## src/rtl/debounce_multi.sv

```systemverilog
// Multi-channel pushbutton conditioner: synchroniser, debounce, press/release
// strobes, long-press level and auto-repeat strobe per channel.
module debounce_multi #(
  parameter int unsigned N_CH           = 4,
  parameter int unsigned DEBOUNCE_LIMIT = 1000000,
  parameter int unsigned SYNC_STAGES    = 2,
  parameter int unsigned HOLD_LIMIT     = 50000000,
  parameter int unsigned REPEAT_PERIOD  = 10000000,
  parameter bit          ACTIVE_LOW     = 1'b0
) (
  input  logic            clk,
  input  logic            rst,
  input  logic [N_CH-1:0] bouncy,
  output logic [N_CH-1:0] debounced,
  output logic [N_CH-1:0] rise,
  output logic [N_CH-1:0] fall,
  output logic [N_CH-1:0] held,
  output logic [N_CH-1:0] rpt
);

  localparam int unsigned DW      = $clog2(DEBOUNCE_LIMIT);
  localparam int unsigned HW      = $clog2(HOLD_LIMIT + 1);
  localparam int unsigned PW      = (REPEAT_PERIOD > 1) ? $clog2(REPEAT_PERIOD) : 1;
  localparam int unsigned RP_LAST = (REPEAT_PERIOD > 0) ? REPEAT_PERIOD - 1 : 0;

  for (genvar i = 0; i < N_CH; i++) begin : g_ch
    logic [SYNC_STAGES-1:0] sync_q;
    logic                   s;
    logic [DW-1:0]          db_cnt_q, db_cnt_d;
    logic [HW-1:0]          hold_cnt_q, hold_cnt_d;
    logic [PW-1:0]          per_cnt_q, per_cnt_d;
    logic                   deb_q, deb_d;
    logic                   rise_q, rise_d;
    logic                   fall_q, fall_d;
    logic                   held_q, held_d;
    logic                   rpt_q, rpt_d;

    assign s = sync_q[SYNC_STAGES-1];

    // State registers; reset returns the channel to "released" with no strobes.
    always_ff @(posedge clk) begin
      if (rst) begin
        sync_q     <= '0;
        db_cnt_q   <= '0;
        hold_cnt_q <= '0;
        per_cnt_q  <= '0;
        deb_q      <= 1'b0;
        rise_q     <= 1'b0;
        fall_q     <= 1'b0;
        held_q     <= 1'b0;
        rpt_q      <= 1'b0;
      end else begin
        sync_q     <= {sync_q[SYNC_STAGES-2:0], bouncy[i] ^ ACTIVE_LOW};
        db_cnt_q   <= db_cnt_d;
        hold_cnt_q <= hold_cnt_d;
        per_cnt_q  <= per_cnt_d;
        deb_q      <= deb_d;
        rise_q     <= rise_d;
        fall_q     <= fall_d;
        held_q     <= held_d;
        rpt_q      <= rpt_d;
      end
    end

    // Next-state: debounce, then hold/repeat keyed off the accepted level.
    always_comb begin
      db_cnt_d   = '0;
      deb_d      = deb_q;
      rise_d     = 1'b0;
      fall_d     = 1'b0;
      hold_cnt_d = hold_cnt_q;
      held_d     = 1'b0;
      per_cnt_d  = '0;
      rpt_d      = 1'b0;

      if (s != deb_q) begin
        if (db_cnt_q == DW'(DEBOUNCE_LIMIT - 1)) begin
          deb_d  = s;
          rise_d = s;
          fall_d = ~s;
        end else begin
          db_cnt_d = db_cnt_q + 1'b1;
        end
      end

      // A release clears the hold state on the same edge that raises fall.
      if (!deb_q || fall_d) begin
        hold_cnt_d = '0;
      end else if (hold_cnt_q != HW'(HOLD_LIMIT)) begin
        hold_cnt_d = hold_cnt_q + 1'b1;
      end
      held_d = (hold_cnt_d == HW'(HOLD_LIMIT));

      if (held_d) begin
        if (!held_q) begin
          rpt_d = 1'b1;
        end else if (REPEAT_PERIOD > 0) begin
          if (per_cnt_q == PW'(RP_LAST)) begin
            rpt_d = 1'b1;
          end else begin
            per_cnt_d = per_cnt_q + 1'b1;
          end
        end
      end
    end

    assign debounced[i] = deb_q;
    assign rise[i]      = rise_q;
    assign fall[i]      = fall_q;
    assign held[i]      = held_q;
    assign rpt[i]       = rpt_q;
  end

endmodule

```

## config.mk

```make
export PLATFORM = sky130hd
export DESIGN_NAME = debounce_multi
export DESIGN_NICKNAME = d
export VERILOG_FILES = /design/src/rtl/debounce_multi.sv
export SDC_FILE = /design/constraint.sdc
export NUM_CORES = 1
export LEC_CHECK = 0
export CORE_ASPECT_RATIO = 1.25
export CORE_MARGIN = 2
export CORE_UTILIZATION = 55
export DETAILED_ROUTE_END_ITERATION = 12
export PLACE_DENSITY = 0.74
export SLEW_MARGIN = 20
export SYNTH_ARGS = -nofsm -noshare
export SYNTH_HDL_FRONTEND = slang
export SYNTH_SLANG_ARGS = --single-unit
```

## constraint.sdc

```tcl
create_clock -name clk -period 2.9 [get_ports clk]
set_input_delay 0.29 -clock clk [delete_from_list [all_inputs] [get_ports clk]]
set_output_delay 0.29 -clock clk [all_outputs]
set_load 0.05 [all_outputs]
```

==> flow_summary_export.csv, run 1 <==
group,metric,value,unit
placed_design,place_area,15700,sq um
drt,dr_total_vias,12400,
yosys,synth.distinct_cells,66,
cells_and_area,fin_area,17100,sq um
cells_and_area,nets,1846,
die,pin_count,26,
die,core,26800,sq um
timing,hold_slack,0.315,ns
global_route,antenna_found_initial,0,
setup_path,critical_path_class,"register to register",
timing,final-setup-viol-count,0,
clock_tree,cts.clk_slew.worst_paths,0.06,ns
power_and_ir_drop,max-vdd-ir-drop,0.473,mV
clock_tree,numCtsBuffers,34,
die,dieArea,28700,sq um
yosys,synth_area_leaders,"dfxtp_1, xnor2_1, xor2_1",
global_route,track_usage,21.2,%
timing,worst_pin_slew,0.946,ns
power_and_ir_drop,p_int,6.70,mW
global_route,grt_overflow,0,
global_route,grt_max_degree,27,
yosys,synthMuxAreaShare,0.675,%
die,num_rows,67,
power_and_ir_drop,p_leak,5.42,nW
timing,worst_slack,0.0955,ns
yosys,syn_area,15000,sq um
yosys,synth_edf_count,0,
clock_tree,cts_num_sinks,308,
timing,maxSlewHeadroom,36.9,%
power_and_ir_drop,swShare,20.8,%
yosys,yosys.area.top_type,"dfxtp_1",
timing,fin_skew,0.0257,ns
setup_path,end_kind,"register",
hold_path,hp-class,"primary input to register",
yosys,syn-instance-count,1799,
clock_tree,cts_buffer_depth,3,
drt,wire_per_inst,14.4,um
die,start_util,56.0,%
global_route,busiest_layer,"met2",
timing,setup_tns,0,ns
run,maxCapViolations,0,
yosys,synth_top_family_by_area,"simple AND/OR/NAND/NOR gates",
drt,drt_first_pass_iters,5,
drt,drtIter0Drc,690,
power_and_ir_drop,power.density,494,nW/um^2
drt,drt_wl_total,31.4,mm
placed_design,dp_hpwl,20.5,mm
yosys,seq_area_frac_synth,41.1,%
clock_tree,cts_tree,"done",
setup_path,crit_path_cell_trace,"or4b_4 > nor4_4 > nand4_1 > or3_1 > a211o_1 > or4_4 > buf_12 > nor4_1",
die,fp.dieW,152,um
power_and_ir_drop,netSwitchingPower,1.76,mW
yosys,synth-compound-area-share,4.07,%
setup_path,cp_data_required_time,3.33,ns
global_route,grt_first_pass_wirelength,53.6,mm
cells_and_area,syn_to_final_growth,13.9,%
power_and_ir_drop,pwr-share-seq,50.2,%
global_route,grtUsageMet2,38.9,%
placed_design,dpl.cell_count,2130,
placed_design,post-place-ws,-0.0419,ns
cells_and_area,drive_gt1_share,10.1,%
timing,finalCritPeriodShare,96.7,%
placed_design,gp_congestion,0.864,
yosys,syn-mean-instance-area,8.35,sq um
power_and_ir_drop,p_clk_share,49.5,%
yosys,synthAdderAreaFrac,1.33,%
timing,fmaxAchievable,357,MHz
yosys,post-synth-top-area-fraction,41.1,%
timing,period_minus_slack,2.80,ns
timing,report.final.slew_viol_count,0,
setup_path,worst-endpoint-arrival,3.23,ns
drt,via_per_inst,5.65,
setup_path,timing.critical_path.slowest_stage_cell,"or4b_4",
yosys,synth-simple-area-share,34.0,%
clock_tree,htreeDepth,2,
yosys,synth.most_common_cell,"dfxtp_1",
power_and_ir_drop,power,8.46,mW
yosys,synthXorXnorAreaFrac,14.7,%
cells_and_area,n_antenna_cell,0,
yosys,yosys_warnings,0,
global_route,grt_pass1_vias,11900,
setup_path,cp_max_fo,7,
setup_path,cp-start-kind,"register",
global_route,grtUsageMet3,3.08,%
drt,ant_nets,0,
outcome,status,"finished clean",
die,die_y,189,um
yosys,synth_ff_type,"dfxtp_1",
cells_and_area,final_core_utilization,63.8,%
setup_path,slowest_delay,0.55,ns
placed_design,port-buffer-count,25,
clock_tree,clk-insertion-delay-late,0.52,ns
clock_tree,clk_root_buffer_cell,"clkbuf_16",
yosys,synth_fp_nets,1821,
clock_tree,postCtsHoldBufs,0,
drt,drc_errors,0,
power_and_ir_drop,combPwrFrac,0.4,%
timing,hold_viol,0,
yosys,netlist_top_cells_count,"dfxtp_1, nor2_1, nand2_1",
cells_and_area,layout.cells.non_filler,2191,
yosys,async_reset_ff_share,0,%
global_route,grtUsageMet1,25.2,%
yosys,synth.ff_latch_count,308,
timing,rsz0062_at_grt,"yes",
## power by group through the flow
stage	sequential, mW	combinational [mW]	clock, mW
floorplan	4.33	0.0181	0
global placement	4.34	0.0318	0
detailed placement	4.34	0.0319	0
CTS	4.24	0.0321	4.28
global route	4.24	0.0350	4.45
finish	4.24	0.0314	4.18
## worst paths after layout
check | from | end | slack [ns] | cells after the start
setup / recovery | g_ch[3].hold_cnt_q[8] | g_ch[3].per_cnt_q[1] | 0.1 | 8
hold / removal | bouncy[1] | g_ch[1].sync_q[0] | 0.32 | 2
setup reg to reg | g_ch[3].hold_cnt_q[8] | g_ch[3].per_cnt_q[1] | 0.1 | 8
hold reg to reg | g_ch[1].sync_q[0] | g_ch[1].sync_q[1] | 0.44 | 1
## cell type report
class	count	area, sq um
fillers	2289	9720
multi-input cells	1361	8520
flip-flops and latches	308	6170
clock buffers	48	975
repair buffers	86	781
well taps	345	432
inverters	33	124
clock inverters	10	106
## critical path: cells and delay by family (launching register included)
family                 cells  cell delay [ns]
AOI/OAI and AO/OA          1             0.31
buffers and inverters      1             0.18
DFF                        1             0.32
and+or+nand+nor            6             1.91
## metal layers
| layer | vias to the layer above | share of wire [%] | wire length [um] |
|---|---|---|---|
| li1 | 6267 | - | - |
| met5 | - | 0 | 0 |
| met1 | 5897 | 44 | 13900 |
| met3 | 58 | 2.7 | 841 |
| met2 | 150 | 51 | 16000 |
| met4 | 0 | 2.4 | 741 |
## cell families after synthesis
logic type               count (synthesis)
AND/OR/NAND/NOR                        989
flip-flops                             308
XOR/XNOR                               252
buffers and inverters                  130
AO/OA/AOI/OAI                           94
adder cells (fa/ha/maj)                 16
multiplexers                            10
## registers in the layout (all words and copies together) (netlist names)
register         flops
g_ch.sync_q          8
g_ch.held_q          4
g_ch.deb_q           4
g_ch.rpt_q           4
g_ch.hold_cnt_q    104
g_ch.rise_q          4
g_ch.fall_q          4
g_ch.db_cnt_q       80
g_ch.per_cnt_q      96
## what timing repair did
| item | 4_1_cts | 5_1_grt |
|---|---|---|
| resized for setup | 3 | 42 |
| endpoints found under the setup margin | 25 | 93 |
| pin swaps | 0 | 5 |
| gates cloned | 0 | 2 |
| buffers inserted | 0 | 1 |
## cell usage in the layout, fill, tap and decap left out, types with 5 or more instances in the layout
cell type / count
mux2i_1: 9
or2_2: 5
and4_1: 17
nor3_1: 48
and3_1: 36
clkbuf_16: 37
a21oi_1: 22
and2_1: 6
nor4_4: 9
nor4b_1: 10
o21ai_0: 23
inv_1: 33
ha_1: 15
clkinv_2: 5
buf_4: 56
xor2_1: 124
dfxtp_1: 304
nor2_1: 263
nor2b_1: 29
nand2b_1: 21
xnor2_1: 128
or3_1: 15
nand4_1: 60
clkbuf_1: 8
nand3_1: 117
clkbuf_8: 5
clkdlybuf4s50_1: 25
or4_1: 5
nor4bb_1: 6
nor4_1: 87
nand2_1: 195
nor4_2: 28
Power figures use the tool's default switching activity.
==> run 2, diff against run 1 <==
--- a/config.mk
+++ b/config.mk
@@ -8,6 +8,7 @@
 export CORE_ASPECT_RATIO = 1.25
 export CORE_MARGIN = 2
 export CORE_UTILIZATION = 55
+export CTS_CLUSTER_SIZE = 24
 export DETAILED_ROUTE_END_ITERATION = 12
 export PLACE_DENSITY = 0.74
 export SLEW_MARGIN = 20
==> results of run 2 <==
The final DEF is identical to that of run 1; final timing and power are the same.
